**config.mk**
```make
export PLATFORM = sky130hd
export DESIGN_NAME = i2s_tx
export DESIGN_NICKNAME = d
export VERILOG_FILES = /design/src/rtl/i2s_tx_pkg.sv /design/src/rtl/i2s_tx_sat_shift.sv /design/src/rtl/i2s_tx.sv
export SDC_FILE = /design/constraint.sdc
export NUM_CORES = 1
export LEC_CHECK = 0
export CORE_MARGIN = 1.5
export CORE_UTILIZATION = 36
export DETAILED_ROUTE_END_ITERATION = 8
export HOLD_SLACK_MARGIN = 0.15
export SLEW_MARGIN = 25
export SYNTH_ARGS = -nofsm -noshare
export SYNTH_HDL_FRONTEND = slang
export SYNTH_SLANG_ARGS = --single-unit
```
**constraint.sdc**
```tcl
create_clock -name i_clk -period 4.7 [get_ports i_clk]
set_input_delay 0.94 -clock i_clk [delete_from_list [all_inputs] [get_ports i_clk]]
set_output_delay 0.94 -clock i_clk [all_outputs]
set_load 0.005 [all_outputs]
```
**src/rtl/i2s_tx_pkg.sv**
```systemverilog
// Shared audio constants for the I2S transmitter and the voice mixer.
// Frame geometry, sample width and the 24-bit saturation limits.
package i2s_tx_pkg;
  localparam int FRAME_BCLKS = 64;
  localparam int SLOT_BCLKS  = 32;
  localparam int SAMPLE_BITS = 24;
  localparam int WIDE_BITS   = 31;

  localparam logic signed [WIDE_BITS-1:0] SAT_MAX = 31'sd8388607;
  localparam logic signed [WIDE_BITS-1:0] SAT_MIN = -31'sd8388608;
endpackage

```
**src/rtl/i2s_tx_sat_shift.sv**
```systemverilog
// Combinational saturating left shift of a signed sample with a clip flag.
// The shift is done exactly in 31 bits before clamping back to 24 bits.
module i2s_tx_sat_shift
  import i2s_tx_pkg::*;
(
  input  logic [SAMPLE_BITS-1:0] sample,
  input  logic [2:0]             shift,
  output logic [SAMPLE_BITS-1:0] result,
  output logic                   clip
);
  logic signed [WIDE_BITS-1:0] wide;

  always_comb begin
    wide   = $signed({{(WIDE_BITS-SAMPLE_BITS){sample[SAMPLE_BITS-1]}}, sample}) <<< shift;
    result = wide[SAMPLE_BITS-1:0];
    clip   = 1'b0;
    if (wide > SAT_MAX) begin
      result = SAT_MAX[SAMPLE_BITS-1:0];
      clip   = 1'b1;
    end else if (wide < SAT_MIN) begin
      result = SAT_MIN[SAMPLE_BITS-1:0];
      clip   = 1'b1;
    end
  end
endmodule

```
**src/rtl/i2s_tx.sv**
```systemverilog
// Mono I2S transmitter: one 64-BCLK frame per captured sample, the same
// 24-bit word in both slots, MSB first with the one-bit word-select lead.
module i2s_tx #(
  parameter int BCLK_DIV    = 8,
  parameter int SAMPLE_BITS = 24
) (
  input  logic                   i_clk,
  input  logic                   i_reset,
  input  logic [SAMPLE_BITS-1:0] i_sample,
  input  logic [2:0]             i_gain_shift,
  output logic                   o_bclk,
  output logic                   o_lrclk,
  output logic                   o_sdata,
  output logic                   o_frame_strobe,
  output logic                   o_clip
);
  import i2s_tx_pkg::*;

  localparam int POS_BITS      = $clog2(FRAME_BCLKS);
  localparam int SLOT_POS_BITS = $clog2(SLOT_BCLKS);

  localparam logic [7:0]               DIV_LAST    = 8'(BCLK_DIV - 1);
  localparam logic [POS_BITS-1:0]      POS_RESET   = POS_BITS'(FRAME_BCLKS - 2);
  localparam logic [POS_BITS-1:0]      POS_CAPTURE = POS_BITS'(FRAME_BCLKS - 1);
  localparam logic [POS_BITS-1:0]      RIGHT_FIRST = POS_BITS'(SLOT_BCLKS - 1);
  localparam logic [POS_BITS-1:0]      RIGHT_LAST  = POS_BITS'(FRAME_BCLKS - 2);
  localparam logic [SLOT_POS_BITS-1:0] WORD_BITS   = SLOT_POS_BITS'(SAMPLE_BITS);
  localparam logic [SLOT_POS_BITS-1:0] MSB_INDEX   = SLOT_POS_BITS'(SAMPLE_BITS - 1);

  logic [7:0]               div_cnt;
  logic [POS_BITS-1:0]      pos;
  logic [POS_BITS-1:0]      pos_next;
  logic [SLOT_POS_BITS-1:0] slot_bit;
  logic [SAMPLE_BITS-1:0]   hold;
  logic [SAMPLE_BITS-1:0]   sat_value;
  logic                     sat_clip;
  logic                     falling;

  i2s_tx_sat_shift u_sat_shift (
    .sample (i_sample),
    .shift  (i_gain_shift),
    .result (sat_value),
    .clip   (sat_clip)
  );

  assign falling  = (div_cnt == DIV_LAST) && o_bclk;
  assign pos_next = pos + 1'b1;
  assign slot_bit = pos_next[SLOT_POS_BITS-1:0];

  always_ff @(posedge i_clk) begin
    if (i_reset) begin
      div_cnt        <= '0;
      o_bclk         <= 1'b0;
      pos            <= POS_RESET;
      o_lrclk        <= 1'b1;
      o_sdata        <= 1'b0;
      hold           <= '0;
      o_frame_strobe <= 1'b0;
      o_clip         <= 1'b0;
    end else begin
      o_frame_strobe <= 1'b0;
      if (div_cnt == DIV_LAST) begin
        div_cnt <= '0;
        o_bclk  <= ~o_bclk;
      end else begin
        div_cnt <= div_cnt + 8'd1;
      end
      // Everything frame-related moves only on the BCLK falling edge.
      if (falling) begin
        pos     <= pos_next;
        o_lrclk <= (pos_next >= RIGHT_FIRST) && (pos_next <= RIGHT_LAST);
        o_sdata <= (slot_bit < WORD_BITS) ? hold[MSB_INDEX - slot_bit] : 1'b0;
        if (pos_next == POS_CAPTURE) begin
          hold           <= sat_value;
          o_frame_strobe <= 1'b1;
          o_clip         <= o_clip | sat_clip;
        end
      end
    end
  end
endmodule

```
==> results_dict.tcl, run 1 <==
set metrics [dict create \
    status "finished clean" \
    maxCapViolCount 0 \
    design_area_um2 3570 \
    portBuffers 33 \
    io_pins 34 \
    placed_cells 454 \
    drt_wl_total_um 6540 \
    start_kind "input pin" \
    cts_tree "yes" \
    crit_slowest_cell "buf_2" \
    final_nets 389 \
    rsz0062_at_grt "no" \
    syn-num-nets 371 \
    synth_compound_area_frac 0.157 \
    grt_pass1_vias 2400 \
    cp.required_ps 4910 \
    clock_path_buffers 2 \
    cts-htree-levels 2 \
    cts.clk_slew.worst_paths_ps 80 \
    worst_slack_ps 1270 \
    syn_area_um2 3160 \
    via_per_inst 5.43 \
    drive_gt1_frac 0.177 \
    dr_total_vias 2501 \
    cts_num_sinks 43 \
    place_congestion 0.839 \
    ir_worst_vdd_mv 0.0943 \
    slew_headroom 0.431 \
    drc 0 \
    drv_slew 0 \
    first_pass_iters 4 \
    synthTopCellsByArea "dfxtp_1 (27%), mux4_2 (11%), mux2i_1 (7.3%), nor2_1 (5.5%), mux2_2 (5.0%)" \
    power_density_nw_per_um2 216 \
    async_flop_share 0 \
    cp_max_fo 38 \
    setup_tns_ps 0 \
    crit_family "compound AO/OA/AOI/OAI gates" \
    clk-insertion-delay-late_ps 290 \
    worstHoldPathType "register to register" \
    cts_made_buffers 5 \
    crit_path_end_kind "register" \
    die_w_um 96.6 \
    synth-edff-count 0 \
    netlist_instances 338 \
    yosys-mux-area-fraction 0.255 \
    diodes 0 \
    area_delta_synth_final_pct 13.1 \
    pre_cts_slack_ps 941 \
    grt_max_degree 39 \
    synth_fa_ha_area_frac 0.0159 \
    yosys.area_share.simple 0.198 \
    ctsHoldBuffers 0 \
    yosysWarnings 0 \
    combPwrFrac 0.216 \
    path_buf_inv 1 \
    hold_viol_final 0 \
    setup_violations 0 \
    utilization 0.428 \
    fin_worst_skew_ps 2.26 \
    fin_crit_sh 0.730 \
    dieHeight_um 96.6 \
    swShare 0.272 \
    rows 33 \
    grt_pass1_wl_um 11400 \
    synth_xor_area_frac 0.0412 \
    p_sw_mw 0.210 \
    cts_resized 0 \
    final.min_clock_period_ps 3430 \
    p_int_mw 0.561 \
    ys_types 55 \
    critPathMaxStageDelay_ps 650 \
    worst_pin_slew_ps 854 \
    placeableCoreArea_um2 8340 \
    fmax_mhz 291 \
    path_cells "buf_2, mux4_1, nand2_1, o41a_1, o21ai_2, or2b_1, a211oi_1" \
    seqPwrFrac 0.477 \
    post-dp-hpwl_um 4790 \
    synth_top_area_frac 0.273 \
    root_buffer "clkbuf_8" \
    ant_nets 0 \
    final_cell_mix "nor2_1 (46), dfxtp_1 (43), clkdlybuf4s50_1 (32)" \
    initial_core_util 0.378 \
    yosys.area.top_type "dfxtp_1" \
    drt-wirelength-per-cell_um 14.2 \
    avgSynthCellArea_um2 9.34 \
    antenna_found_initial 0 \
    dieArea_um2 9340 \
    postCtsSetupRepairBufs 0 \
    ys_seq_area_frac 0.273 \
    drtIter0Drc 90 \
    dpl_cell_area_um2 3480 \
    clock_power_share 0.307 \
    criticalPathCategory "input pin to register" \
    synthFlopType "dfxtp_1" \
    final_common_cell "nor2_1" \
    power_leakage_nw 1.27 \
    stdcell_count 461 \
    ys_ff_latch 43 \
    grt_usage 0.144 \
    cp.arrival_ps 3650 \
    grt_overflow_total 0 \
    synth_top_family_by_area "multiplexers" \
]
cell usage after synthesis, types with 4 or more instances:
master / count
a211oi_1: 14
a211oi_2: 12
a21oi_1: 4
and3_1: 4
buf_2: 4
buf_6: 7
clkbuf_1: 12
dfxtp_1: 43
ha_1: 4
inv_1: 4
mux2_2: 14
mux2i_1: 23
mux4_2: 15
nand2_1: 31
nand2b_1: 5
nand3_1: 12
nand4_1: 4
nor2_1: 46
nor3_1: 4
nor4_1: 4
o21ai_0: 15
xnor2_1: 6
xor2_1: 7
logic make-up after synthesis:
| logic type | count (synthesis) |
|---|---|
| flops | 43 |
| mux | 55 |
| compound gates | 62 |
| fa+ha+maj | 4 |
| xor+xnor | 14 |
| buf+inv | 32 |
| simple gates | 128 |
flip-flops by register name (all words and copies together), names as in the netlist:
register and count:
o_clip 1, div_cnt 8, o_bclk 1, o_lrclk 1, o_frame_strobe 1, pos 6, o_sdata 1, hold 24
metrics by stage:
stage | power [mW] | hold WS (ps)
finish | 0.771 | 441
floorplan | 0.494 | 413
global placement | 0.542 | 428
global route | 0.809 | 466
detailed placement | 0.541 | 438
CTS | 0.779 | 452
metal layers:
| layer | wire length (um) | GRT usage |
|---|---|---|
| met5 | 0 | 0 |
| met4 | 90 | 0.0468 |
| met3 | 191 | 0.0202 |
| met2 | 2840 | 0.217 |
| met1 | 3430 | 0.212 |
final timing paths:
| path | endpoint | startpoint | cells after the start | slack (ps) |
|---|---|---|---|---|
| worst min-delay path | div_cnt[0] | div_cnt[0] | 1 | 440 |
| worst min register to register | div_cnt[0] | div_cnt[0] | 1 | 440 |
| worst max-delay path | hold[14] | i_gain_shift[0] | 7 | 1270 |
| worst max register to register | hold[11] | pos[0] | 7 | 1800 |
area by class of cell:
| type | instances | area, um2 |
|---|---|---|
| repair buffers | 39 | 370 |
| well taps | 105 | 131 |
| inverters | 4 | 15.0 |
| fillers | 832 | 4770 |
| clock buffers | 6 | 82.6 |
| multi-input cells | 263 | 2100 |
| flip-flops and latches | 43 | 861 |
| clock inverters | 1 | 5.00 |
power groups by stage:
stage / logic, mW / clock network [mW] / registers [mW]
final: 0.166 / 0.237 / 0.368
after floorplan: 0.117 / 0 / 0.376
after detailed placement: 0.165 / 0 / 0.377
after global placement: 0.165 / 0 / 0.377
after CTS: 0.166 / 0.245 / 0.368
after global routing: 0.182 / 0.259 / 0.368
worst register-to-register path, cell delays in order, from the launching register on:
cell and delay (ps):
dfxtp_1 670, ha_1 300, xor2_1 460, nand4_1 280
nor3_4 450, and2b_1 180, buf_4 300, a211oi_1 140
Note: power is estimated with default switching activity, not from simulation.
==> run 2: changes to the inputs <==
==> constraint.sdc (replaced) <==
create_clock -name i_clk -period 3.25 [get_ports i_clk]
set_input_delay 0.65 -clock i_clk [delete_from_list [all_inputs] [get_ports i_clk]]
set_output_delay 0.65 -clock i_clk [all_outputs]
set_load 0.005 [all_outputs]
==> results_dict.tcl, run 2 (same netlist as run 1, synthesis figures left out) <==
set metrics [dict create \
    via_per_inst 5.43 \
    io_pins 34 \
    final_cell_mix "nor2_1 (46), dfxtp_1 (43), clkdlybuf4s50_1 (32)" \
    grt_pass1_wl_um 11400 \
    power_leakage_nw 1.34 \
    maxCapViolCount 0 \
    cp.required_ps 3450 \
    cp.arrival_ps 2880 \
    portBuffers 33 \
    setup_tns_ps 0 \
    place_congestion 0.826 \
    grt_pass1_vias 2459 \
    cts_tree "yes" \
    clk-insertion-delay-late_ps 290 \
    top_register "hold" \
    use_met2 0.229 \
    slew_headroom 0.576 \
    placeableCoreArea_um2 8340 \
    worstHoldPathType "register to register" \
    cp_max_fo 23 \
    drt_wl_total_um 6500 \
    worst_slack_ps 578 \
    drc 0 \
    critPathMaxStageDelay_ps 580 \
    ir_worst_vdd_mv 0.157 \
    criticalPathCategory "input pin to register" \
    start_kind "input pin" \
    cts_num_sinks 43 \
    cts.clk_slew.worst_paths_ps 80 \
    dieArea_um2 9340 \
    fin_crit_sh 0.822 \
    postCtsSetupRepairBufs 0 \
    met1_usage 0.202 \
    crit_slowest_cell "clkdlybuf4s50_1" \
    grt_use_met3 0.0188 \
    cts-htree-levels 2 \
    hold_viol_final 0 \
    drv_slew 0 \
    dieHeight_um 96.6 \
    top_usage_layer "met2" \
    diodes 0 \
    grt_overflow_total 0 \
    fin_worst_skew_ps 5.62 \
    grt_usage 0.143 \
    area_delta_synth_final_pct 17.0 \
    root_buffer "clkbuf_8" \
    setup_violations 0 \
    grt_max_degree 25 \
    post-dp-hpwl_um 4940 \
    ctsHoldBuffers 0 \
    drtIter0Drc 102 \
    power_density_nw_per_um2 327 \
    path_cells "clkdlybuf4s50_1, mux2_2, o41a_1, o21ai_2, buf_12, or2b_1, a211oi_1" \
    final_common_cell "nor2_1" \
    status "finished clean" \
    cts_made_buffers 5 \
    worst_pin_slew_ps 634 \
    final.min_clock_period_ps 2670 \
    rsz0062_at_grt "no" \
    cts_resized 0 \
    pre_cts_slack_ps 274 \
    dr_total_vias 2559 \
    initial_core_util 0.378 \
    rows 33 \
    ant_nets 0 \
    drt-wirelength-per-cell_um 13.8 \
    first_pass_iters 4 \
    fmax_mhz 374 \
    largest_reg_flops 24 \
    reg_top3 "hold (24), div_cnt (8), pos (6)" \
    final_nets 398 \
    clock_path_buffers 2 \
    crit_path_end_kind "register" \
    path_buf_inv 2 \
    crit_family "compound AO/OA/AOI/OAI gates" \
    die_w_um 96.6 \
    antenna_found_initial 0 \
    drive_gt1_frac 0.199 \
]
==> run 2: cell types whose count changed in the layout (fill, tap and decap cells not counted), sizes merged <==
cell and change:
buf +9, bufinv +1
==> run 2: path summary, 6_finish.rpt <==
| kind | from | slack [ps] | to | cells past startpoint |
|---|---|---|---|---|
| max | i_gain_shift[1] | 580 | hold[18] | 7 |
| min | div_cnt[0] | 450 | div_cnt[0] | 1 |
| max reg2reg | pos[0] | 860 | hold[18] | 8 |
| min reg2reg | div_cnt[0] | 450 | div_cnt[0] | 1 |
==> run 2: stage by stage <==
stage | util | cell area [um2] | total power, mW | hold WS [ps] | std cells
2_1_floorplan | - | 3160 | 0.714 | 413 | 338
3_3_place_gp | 0.429 | 3570 | 0.793 | 424 | 463
3_5_place_dp | 0.429 | 3570 | 0.792 | 436 | 463
4_1_cts | 0.443 | 3690 | 1.22 | 451 | 471
5_1_grt | 0.443 | 3690 | 1.27 | 484 | 471
6_report | 0.443 | 3690 | 1.21 | 450 | 471
==> run 2: metal layers <==
metal	wire length, um	part of all wire
met3	209	0.032
met4	69	0.011
met1	3290	0.51
met5	0	0
met2	2930	0.45
==> run 2: cell type report <==
class	count	area, um2
repair buffers	48	463
clock inverters	2	35.0
multi-input cells	263	2100
clock buffers	6	82.6
fillers	850	4650
flip-flops and latches	43	861
well taps	105	131
inverters	4	15.0
==> run 2: power breakdown <==
group          total [mW]  internal (mW)  switching, mW
Sequential          0.532          0.530        0.00263
Combinational       0.249          0.123          0.127
Clock               0.427          0.249          0.179
==> run 3: changes to the inputs <==
==> constraint.sdc (replaced) <==
create_clock -name i_clk -period 2.56 [get_ports i_clk]
set_input_delay 0.512 -clock i_clk [delete_from_list [all_inputs] [get_ports i_clk]]
set_output_delay 0.512 -clock i_clk [all_outputs]
set_load 0.005 [all_outputs]
==> results_dict.tcl, run 3 (same netlist as run 1, synthesis figures left out) <==
set metrics [dict create \
    status "finished clean" \
    whs_ps 443 \
    place_congestion 0.882 \
    grt_usage 0.154 \
    drc 0 \
    rows 33 \
    final.min_clock_period_ps 2410 \
    diodes 0 \
    dieHeight_um 96.6 \
    fmax_mhz 414 \
    cp_max_fo 20 \
    top_register "hold" \
    worstHoldPathType "register to register" \
    slew_headroom 0.710 \
    portBuffers 33 \
    grt_pass1_wl_um 12100 \
    hold_path_end "div_cnt[0]" \
    grt_overflow_total 0 \
    critPathMaxStageDelay_ps 510 \
    setup_violations 0 \
    crit_slowest_cell "clkdlybuf4s50_1" \
    r2r_slack_ps 250 \
    grt_pass1_vias 2545 \
    via_per_inst 5.26 \
    ant_nets 0 \
    clock_path_buffers 2 \
    ir_worst_vdd_mv 0.174 \
    crit_path_end_kind "register" \
    power_density_nw_per_um2 392 \
    r2r_end "o_sdata" \
    post-dp-hpwl_um 5510 \
    drt-wirelength-per-cell_um 13.7 \
    drive_gt1_frac 0.285 \
    final_cell_mix "buf_4 (53), nor2_1 (46), dfxtp_1 (43)" \
    cp.arrival_ps 2630 \
    antenna_found_initial 0 \
    startpoint "i_sample[19]" \
    drv_slew 0 \
    reg_top3 "hold (24), div_cnt (8), pos (6)" \
    rsz0062_at_grt "no" \
    utilization 0.483 \
    clk-insertion-delay-late_ps 300 \
    cp.required_ps 2780 \
    min_delay_path_depth 1 \
    largest_reg_flops 24 \
    worstRegToRegCells 8 \
    fin_crit_sh 0.943 \
    cts_tree "yes" \
    cts.clk_slew.worst_paths_ps 80 \
    die_w_um 96.6 \
    power_leakage_nw 1.56 \
    path_cells "clkdlybuf4s50_1, mux2i_1, mux2_2, o41a_1, o21ai_2, buf_12, or2b_1, a211oi_1" \
    cts-htree-levels 2 \
    ctsHoldBuffers 0 \
    placeableCoreArea_um2 8340 \
    first_pass_iters 4 \
    root_buffer "clkbuf_8" \
    initial_core_util 0.378 \
    hold_start "div_cnt[0]" \
    dr_total_vias 2692 \
    area_delta_synth_final_pct 27.7 \
    start_kind "input pin" \
    grt_max_degree 27 \
    drtIter0Drc 89 \
    dieArea_um2 9340 \
    pre_cts_slack_ps -214 \
    criticalPathCategory "input pin to register" \
    fin_worst_skew_ps 3.91 \
    maxCapViolCount 0 \
    drt_wl_total_um 7000 \
    final_common_cell "buf_4" \
    cts_made_buffers 5 \
    hold_viol_final 0 \
    worst_pin_slew_ps 434 \
    final_nets 440 \
    reg2reg_from "pos[0]" \
    cts_num_sinks 43 \
    io_pins 34 \
    worst_slack_ps 146 \
]
[run 3: cell count changes in the layout (fill, tap and decap cells not counted), moves of 2 or more]
cell,delta
mux2i_1,-2
clkdlybuf4s50_1,-3
dlymetal6s2s_1,+3
mux2i_2,+2
buf_4,+40
[run 3: final cells by class]
class                           count  area, um2
Clock inverter                      1       30.0
Sequential cell                    43        861
Multi-Input combinational cell    263       2120
Clock buffer                        6       72.6
Tap cell                          105        131
Fill cell                         796       4310
Timing Repair Buffer               90        802
Inverter                            4       15.0
[run 3: per-stage QoR]
step           instances  cell area (um2)  power [mW]  TNS [ps]
3_3_place_gp         505             3900        1.08     -2580
5_1_grt              512             4030        1.66         0
2_1_floorplan        338             3160       0.906         0
3_5_place_dp         505             3900        1.08     -3600
4_1_cts              512             4010        1.58         0
6_report             512             4030        1.58         0
[run 3: worst max path at each step]
stage	to	depth (start not counted)
final	hold[10]	8
after global routing	hold[18]	8
after CTS	hold[10]	7
after detailed placement	hold[10]	7
after global placement	hold[10]	7
after floorplan	hold[17]	7
[run 3: routing by layer]
metal	routed length, um	GRT usage	vias up
met4	85	0.0435	0
met2	3130	0.242	39
met5	0	0	-
met1	3600	0.218	1262
met3	186	0.0253	6
li1	-	-	1385
[run 3: repair_timing]
action                                  4_1_cts  5_1_grt
endpoints found under the setup margin        0        6
setup buffers                                 0        0
gates resized for setup                       0        7
hold endpoints to repair                      0        0
[run 3: critical path: cells and delay by family]
kind            cells  cell delay, ps
mux                 2             390
compound gates      3             830
simple gates        1             230
buf+inv             2             670
[run 3: power by group]
group / switching (mW) / internal [mW]
registers: 0.00327 / 0.673
logic: 0.179 / 0.218
clock network: 0.220 / 0.286
==> patch: new RTL, settings of run 3 <==
`SLOT_BCLKS`: 32 -> 64.
--- a/src/rtl/i2s_tx_pkg.sv
+++ b/src/rtl/i2s_tx_pkg.sv
@@ -4,3 +4,3 @@
   localparam int FRAME_BCLKS = 64;
-  localparam int SLOT_BCLKS  = 32;
+  localparam int SLOT_BCLKS  = 64;
   localparam int SAMPLE_BITS = 24;
Function: no difference found for any inputs over 10 cycles, from zero or initial values and one cycle with i_reset high; that may be too few to reach the edited logic, so the function may still have changed.
==> patch against run 3 <==
Clock skew rose by 0.0076 ns; synthesized cell count rose by 3.0%; final area fell by 11%; critical path depth did not move; critical endpoint is now hold[4]; die area fell by 7.0%; sequential cell count did not move; wire length fell by 2.2%; power fell by 7.6%; utilization fell by 2.3 points; highest routed layer unchanged; cell count fell by 4.1%; synthesized area fell by 7.2%; worst hold slack improved by 0.0046 ns; worst setup slack improved by 0.024 ns.
==> patch: results (changes against run 3) <==
stage,metric,value,unit,change
sta,finClkSkew,0.0115,ns,+0.00760 ns
worst_setup_path,crit_path_start,pos[0],,
route,dr.pass1.iters,4,,unchanged
final_layout,nets,422,,-4.1%
global_routing,grt_pass1_wl,11500,um,-4.8%
placement,dp_hpwl,5310,um,-3.6%
clocking,root_buffer,clkbuf_8,,
route,first_iter_violations,156,,+75%
final_layout,biggestRegsByFlops,"hold: 24 flops, div_cnt: 8 flops, pos: 6 flops",,
clocking,clk_pin_slew,0.08,ns,about the same
clocking,h-tree-depth,2,,unchanged
final_layout,filler_cell_count,774,,-2.8%
worst_setup_path,crit_fanout,19,,-5.0%
final_layout,antenna_cells,0,,unchanged
yosys,ys_types,47,,-15%
final_layout,drive_above_1_share,15.4,%,-13 points
global_routing,antenna_found_initial,0,,unchanged
clocking,insertion_delay,0.29,ns,
worst_hold_path,hold_start,div_cnt[0],,
placement,place_ws,0.00381,ns,+0.218 ns
worst_setup_path,critPathArrivalTime,2.62,ns,about the same
placement,finalWeightedCongestion,0.854,,-3.2%
yosys,yosysWarnings,0,,unchanged
sta,slew_headroom,50.9,%,-20 points
route,routedWlPerCell,13.9,um,+2.0%
route,num_vias,2610,,-3.0%
worst_setup_path,max_stage_delay,0.53,ns,+0.02 ns
yosys,yosysSeqAreaShare,29.4,%,+2.1 points
global_routing,grt_max_degree,29,,+7.4%
pwr,vdd_drop_max,216,uV,+24%
yosys,synth_fp_nets,381,,+2.7%
yosys,synth_ff_type,dfxtp_1,,
placement,io_buffers,33,,unchanged
clocking,clockBufferDepth,2,,unchanged
pwr,p_leak,1.47,nW,-5.5%
worst_hold_path,hp-class,register to register,,
clocking,ctsResizeCount,0,,unchanged
yosys,yosys-top-cells-count,"62 x nand2_1, 43 x dfxtp_1, 31 x nor2_1, 24 x mux2i_1, 19 x a22oi_1",,
worst_setup_path,crit_path_top_delay_cell,a2111oi_4,,
clocking,postCtsSetupBuffers,0,,unchanged
global_routing,grt_pass1_vias,2449,,-3.8%
clocking,numCtsBuffers,5,,unchanged
yosys,synthArstFlopShare,0,%,unchanged
status,outcome,finished clean,,
global_routing,track_usage,16.5,%,+1.1 points
yosys,ys_top_cells_by_area,"dfxtp_1 29%, mux4_2 11%, mux2i_1 8.2%",,
==> patch: changes by cell type in the layout (fill, tap and decap cells not counted), sizes merged, moves of 4 or more <==
cell and delta:
a211oi -20, a21oi +8, a22oi +18, buf -31, inv +5, mux2 -9
mux4 -4, nand2 +31, nor2 -15, nor3 +4
==> patch: where the power goes <==
part           total (mW)  switching [mW]  internal (mW)
logic               0.284           0.147          0.137
registers           0.676         0.00380          0.673
clock network       0.499           0.213          0.286
total                1.46           0.364           1.10
==> patch: worst paths after layout <==
kind / to / slack, ns / cells past startpoint
worst max register to register: hold[4] / 0.17 / 8
worst max-delay path: hold[4] / 0.17 / 8
worst min register to register: div_cnt[0] / 0.45 / 1
worst min-delay path: div_cnt[0] / 0.45 / 1
==> patch: final cells by class <==
| cell class | count | area, sq um | area share, % |
|---|---|---|---|
| clock buffers | 6 | 72.6 | 2.02 |
| clock inverters | 1 | 30.0 | 0.835 |
| inverters | 10 | 37.5 | 1.04 |
| multi-input cells | 270 | 1920 | 53.4 |
| flip-flops and latches | 43 | 861 | 23.9 |
| well taps | 102 | 128 | 3.55 |
| repair buffers | 59 | 546 | 15.2 |
==> patch: metrics by stage <==
| step | area (sq um) | cells |
|---|---|---|
| 3_5_place_dp | 3490 | 484 |
| 3_3_place_gp | 3490 | 484 |
| 6_report | 3590 | 491 |
| 2_1_floorplan | 2930 | 348 |
| 5_1_grt | 3590 | 491 |
| 4_1_cts | 3590 | 491 |
==> patch: critical path, delay by kind of cell (launching register included) <==
kind                       cells  cell delay, ns
DFF                            1            0.47
buffers and inverters          1            0.19
adders and majority gates      1            0.26
and+or+nand+nor                3            0.60
xor gates and xnor gates       1            0.20
AOI/OAI and AO/OA              2            0.60
==> patch: routing by layer <==
layer	GRT usage, %	wire length, um	share of wire [%]
met2	27.3	3240	47
met4	4.42	88	1.3
met3	2.44	155	2.3
met5	0	0	0
met1	22.3	3360	49
==> patch: logic make-up after synthesis <==
| family | Yosys count | share of synthesized area, % |
|---|---|---|
| buffers and inverters | 35 | 5.13 |
| XOR/XNOR | 13 | 3.89 |
| AO/OA/AOI/OAI | 68 | 15.9 |
| flip-flops | 43 | 29.4 |
| multiplexers | 43 | 20.9 |
| AND/OR/NAND/NOR | 142 | 23.1 |
| adder cells (fa/ha/maj) | 4 | 1.71 |
